--- src/rtl/stream_demux_pkg.sv ---
// stream_demux_pkg: shared data width, route-select encodings and word type
package stream_demux_pkg;
    localparam int DATA_W = 32;
    localparam logic SEL_A = 1'b0;
    localparam logic SEL_B = 1'b1;
    typedef logic [DATA_W-1:0] word_t;
endpackage

--- src/rtl/stream_demux_fifo.sv ---
// stream_fifo: DEPTH-entry FIFO with occupancy, output data forced to 0 when empty
module stream_fifo
    import stream_demux_pkg::*;
#(
    parameter int DEPTH = 2
)(
    input  logic                   clk,
    input  logic                   rst,
    input  logic                   i_push,
    input  logic                   i_pop,
    input  word_t                  i_data,
    output word_t                  o_data,
    output logic                   o_full,
    output logic                   o_empty,
    output logic [$clog2(DEPTH):0] o_level
);
    localparam int AW = $clog2(DEPTH);
    localparam int LW = AW + 1;

    logic [AW-1:0] r_wptr;
    logic [AW-1:0] r_rptr;
    logic [LW-1:0] r_level;
    word_t         r_mem [DEPTH];
    logic          w_push;
    logic          w_pop;

    assign w_push  = i_push & ~o_full;
    assign w_pop   = i_pop & ~o_empty;
    assign o_full  = r_level == LW'(DEPTH);
    assign o_empty = r_level == '0;
    assign o_level = r_level;
    assign o_data  = o_empty ? '0 : r_mem[r_rptr];

    // pointers wrap naturally since DEPTH is a power of two; level tracks push minus pop
    always_ff @(posedge clk or posedge rst) begin
        if (rst) begin
            r_wptr  <= '0;
            r_rptr  <= '0;
            r_level <= '0;
        end else begin
            if (w_push) r_wptr <= r_wptr + AW'(1);
            if (w_pop) r_rptr <= r_rptr + AW'(1);
            r_level <= r_level + LW'(w_push) - LW'(w_pop);
        end
    end

    // storage needs no reset: reads are masked while empty
    always_ff @(posedge clk) begin
        if (w_push) r_mem[r_wptr] <= i_data;
    end
endmodule

--- src/rtl/stream_demux.sv ---
// stream_demux: routes an input stream to one of two buffered outputs by in_sel
module stream_demux
    import stream_demux_pkg::*;
#(
    parameter int DEPTH = 2
)(
    input  logic                   clk,
    input  logic                   rst,
    input  logic                   in_valid,
    output logic                   in_ready,
    input  logic                   in_sel,
    input  logic [DATA_W-1:0]      in_data,
    output logic                   a_valid,
    input  logic                   a_ready,
    output logic [DATA_W-1:0]      a_data,
    output logic                   b_valid,
    input  logic                   b_ready,
    output logic [DATA_W-1:0]      b_data,
    output logic [$clog2(DEPTH):0] a_level,
    output logic [$clog2(DEPTH):0] b_level
);
    logic w_a_full;
    logic w_b_full;
    logic w_a_empty;
    logic w_b_empty;
    logic w_push_a;
    logic w_push_b;

    assign in_ready = ~rst & ((in_sel == SEL_B) ? ~w_b_full : ~w_a_full);
    assign w_push_a = in_valid & in_ready & (in_sel == SEL_A);
    assign w_push_b = in_valid & in_ready & (in_sel == SEL_B);
    assign a_valid  = ~w_a_empty;
    assign b_valid  = ~w_b_empty;

    stream_fifo #(.DEPTH(DEPTH)) u_fifo_a (
        .clk     (clk),
        .rst     (rst),
        .i_push  (w_push_a),
        .i_pop   (a_ready),
        .i_data  (in_data),
        .o_data  (a_data),
        .o_full  (w_a_full),
        .o_empty (w_a_empty),
        .o_level (a_level)
    );

    stream_fifo #(.DEPTH(DEPTH)) u_fifo_b (
        .clk     (clk),
        .rst     (rst),
        .i_push  (w_push_b),
        .i_pop   (b_ready),
        .i_data  (in_data),
        .o_data  (b_data),
        .o_full  (w_b_full),
        .o_empty (w_b_empty),
        .o_level (b_level)
    );
endmodule

--- config.mk ---
export PLATFORM = sky130hd
export DESIGN_NAME = stream_demux
export DESIGN_NICKNAME = d
export VERILOG_FILES = /design/src/rtl/stream_demux_pkg.sv /design/src/rtl/stream_demux_fifo.sv /design/src/rtl/stream_demux.sv
export SDC_FILE = /design/constraint.sdc
export NUM_CORES = 1
export LEC_CHECK = 0
export CAP_MARGIN = 10
export CORE_ASPECT_RATIO = 1.75
export CORE_MARGIN = 4
export CORE_UTILIZATION = 25
export CTS_BUF_LIST = sky130_fd_sc_hd__clkbuf_8
export CTS_CLUSTER_DIAMETER = 80
export DETAILED_ROUTE_END_ITERATION = 7
export MAX_ROUTING_LAYER = met4
export PLACE_DENSITY = 0.48
export SLEW_MARGIN = 20
export SYNTH_ARGS = -nofsm -noshare
export SYNTH_HDL_FRONTEND = slang
export SYNTH_SLANG_ARGS = --single-unit
--- constraint.sdc ---
create_clock -name clk -period 2.7 [get_ports clk]
set_input_delay 0.675 -clock clk [delete_from_list [all_inputs] [get_ports clk]]
set_output_delay 0.675 -clock clk [all_outputs]
set_load 0.005 [all_outputs]
==> impl_metrics.json <==
{
  "setup_viol": 0,
  "async_reset_ff_frac": 0.0588,
  "cts_htree_levels": 4,
  "final_area_um2": 7320,
  "power_density_nw_per_um2": 980,
  "synth.net_count": 355,
  "cts-root-buf": "clkbuf_8",
  "worstMarginPinSlew_ns": 0.447,
  "core_area_um2": 20800,
  "timing.final.crit_share": 0.957,
  "clock-sinks": 136,
  "critPathArrivalTime_ns": 1.91,
  "cap_violations": 0,
  "max_slew_margin": 0.702,
  "place_worst_setup_slack_ns": 0.0147,
  "ir_drop_v": 0.000439,
  "synth-seq-cells": 136,
  "finalCriticalPeriod_ns": 2.58,
  "rsz0062_at_grt": "no",
  "area_delta_synth_final_pct": 39.1,
  "setup_ws_ns": 0.116,
  "grt_usage": 0.113,
  "ctsHoldBuffers": 0,
  "hold_viol": 0,
  "drt.antenna.violating_nets": 0,
  "syn_inst": 313,
  "wirelength_mm": 12.6,
  "post-route-drc-count": 0,
  "clockBufferDepth": 2,
  "routabilityCongestion": 0.728,
  "critPathKind": "reg -> out",
  "rr_worst_depth": 9,
  "yosys-top-cells-count": "edfxtp_1 (128), nor2_1 (66), mux2i_1 (64), inv_1 (10), dfrtp_1 (8)",
  "required_ns": 2.03,
  "portBuffers": 108,
  "synth_top_area_cell": "edfxtp_1",
  "skew_ns": 0.00794,
  "grt_max_degree": 26,
  "placed_area_um2": 6880,
  "timing.fmax_mhz": 387,
  "cts_tree": "done",
  "final_nets": 489,
  "hold_start": "u_fifo_a.o_level[1]$_DFF_PP0_",
  "hp-class": "reg -> reg",
  "status": "finished clean",
  "synth.area.top_cells": "edfxtp_1 (73%), mux2i_1 (12%), nor2_1 (4.7%)",
  "start_kind": "flop",
  "clock_latency_ns": 0.43,
  "grt_overflow": 0,
  "grt_pass1_vias": 3214,
  "die_area_um2": 23500,
  "rows": 70,
  "antenna_found_initial": 2,
  "syn_area_um2": 5270,
  "synth.distinct_cells": 17,
  "n_fill_cell": 2037,
  "r2r_slack_ns": 0.69,
  "ys_seq_area_frac": 0.768,
  "avgSynthCellArea_um2": 16.8,
  "power_leakage_nw": 2.67,
  "fp.dieW_um": 118,
  "die_h_um": 200,
  "synth_flop_cell": "edfxtp_1",
  "worstReg2RegStart": "u_fifo_a.o_level[1]$_DFF_PP0_",
  "worstReg2RegEnd": "u_fifo_a.o_level[1]$_DFF_PP0_",
  "worstPathMaxFanout": 16,
  "yosysWarnings": 0,
  "vias_per_cell": 4.13,
  "yosysTopAreaCellShare": 0.730,
  "post-dp-hpwl_mm": 8.71,
  "yosysMostFrequentCell": "edfxtp_1",
  "ios": 109,
  "vias": 2950,
  "end_kind": "primary output",
  "drt_iter0_drc": 116,
  "synth-edff-count": 128,
  "maxSlewViolCount": 0,
  "timing.critical_path.to": "b_data[11]",
  "final_layout_size_suffix_gt1_frac": 0.146,
  "grt_first_pass_wirelength_mm": 19.0,
  "clk_pin_slew_worst_paths_ns": 0.08,
  "cts-buffers-inserted": 17,
  "cp-startpoint": "u_fifo_b.r_rptr$_DFFE_PP0P_",
  "start_util": 0.253,
  "wl_per_cell_um": 17.6,
  "first_pass_iters": 4
}
==> cell families after synthesis <==
family | synth area share
buffers and inverters | 0.0219
AND/OR/NAND/NOR | 0.0611
XOR/XNOR | 0.0133
adder cells (fa/ha/maj) | 0.00951
flip-flops | 0.768
AO/OA/AOI/OAI | 0.00451
multiplexers | 0.122
==> final cells by class <==
cell class | instances | area (um^2) | area share
diodes | 2 | 5.00 | 0.000683
clock buffers | 17 | 234 | 0.0319
clock inverters | 15 | 176 | 0.0241
inverters | 10 | 37.5 | 0.00512
multi-input cells | 153 | 1140 | 0.156
flip-flops and latches | 136 | 4050 | 0.553
well taps | 252 | 315 | 0.0430
repair buffers | 129 | 1360 | 0.186
==> state kept, by name, indices dropped and copies added, names as in the netlist <==
name / cells
u_fifo_a.r_mem: 64
u_fifo_b.r_mem: 64
u_fifo_a.o_level: 2
u_fifo_a.r_wptr: 1
u_fifo_b.r_rptr: 1
u_fifo_a.r_rptr: 1
u_fifo_b.r_wptr: 1
u_fifo_b.o_level: 2
==> placed cells by master, fill, tap and decap left out, types with 2 or more instances in the layout <==
master / instances
ha_1: 4
nor2b_1: 2
dfrtp_2: 5
xnor2_1: 5
diode_2: 2
nor2_4: 4
clkdlybuf4s50_1: 107
mux2i_1: 64
buf_12: 9
inv_1: 10
clkinv_2: 3
edfxtp_1: 128
bufinv_16: 3
clkinv_4: 3
nor2_2: 2
clkinvlp_4: 2
xor2_1: 3
clkbuf_8: 17
dfrtp_1: 3
buf_4: 10
and2_1: 2
inv_6: 3
nor2_1: 62
==> worst max-delay path: stages (launching register included) <==
cell and delay [ns]:
dfrtp_2 0.46, buf_12 0.18, mux2i_1 0.13, nor2_1 0.16
clkdlybuf4s50_1 0.53
==> how the worst min path moves through the flow <==
| stage | cells past startpoint | slack (ns) | endpoint |
|---|---|---|---|
| after floorplan | 1 | 0.47 | u_fifo_b.r_wptr$_DFFE_PP0N_ |
| after global placement | 1 | 0.53 | u_fifo_a.r_wptr$_DFFE_PP0N_ |
| after detailed placement | 1 | 0.54 | u_fifo_a.r_wptr$_DFFE_PP0N_ |
| after CTS | 1 | 0.55 | u_fifo_b.r_wptr$_DFFE_PP0N_ |
| after global routing | 1 | 0.57 | u_fifo_b.r_wptr$_DFFE_PP0N_ |
| final | 1 | 0.55 | u_fifo_a.o_level[1]$_DFF_PP0_ |
==> metrics by stage <==
step,cells,hold slack [ns],utilization,total power [mW],TNS [ns]
2_1_floorplan,313,0.468,-,3.85,-14.57
3_3_place_gp,678,0.529,0.330,5.54,0
3_5_place_dp,678,0.540,0.330,5.56,0
4_1_cts,712,0.555,0.351,7.34,-0.0159
5_1_grt,714,0.566,0.351,7.59,0
6_report,714,0.549,0.351,7.18,0
==> where the power goes <==
part           internal [mW]  leakage, nW  switching (mW)  total (mW)
Combinational           1.57         1.22            1.23        2.80
Sequential              2.52         1.25           0.136        2.66
Clock                  0.917        0.204           0.799        1.72
==> per-layer routing <==
metal,share of wire,wire length [um],vias to the layer above,global-route usage
li1,-,-,1408,-
met4,0.015,185,0,0.0465
met1,0.37,4600,1472,0.106
met5,0,0,-,-
met3,0.032,397,8,0.0330
met2,0.59,7400,62,0.213
==> repair_timing <==
item / in CTS / in global routing
setup buffers: 2 / 0
pin swaps: 1 / 0
gates resized for setup: 5 / 4
setup endpoints to repair: 33 / 5
No activity file was read; power rests on OpenSTA's default activity.
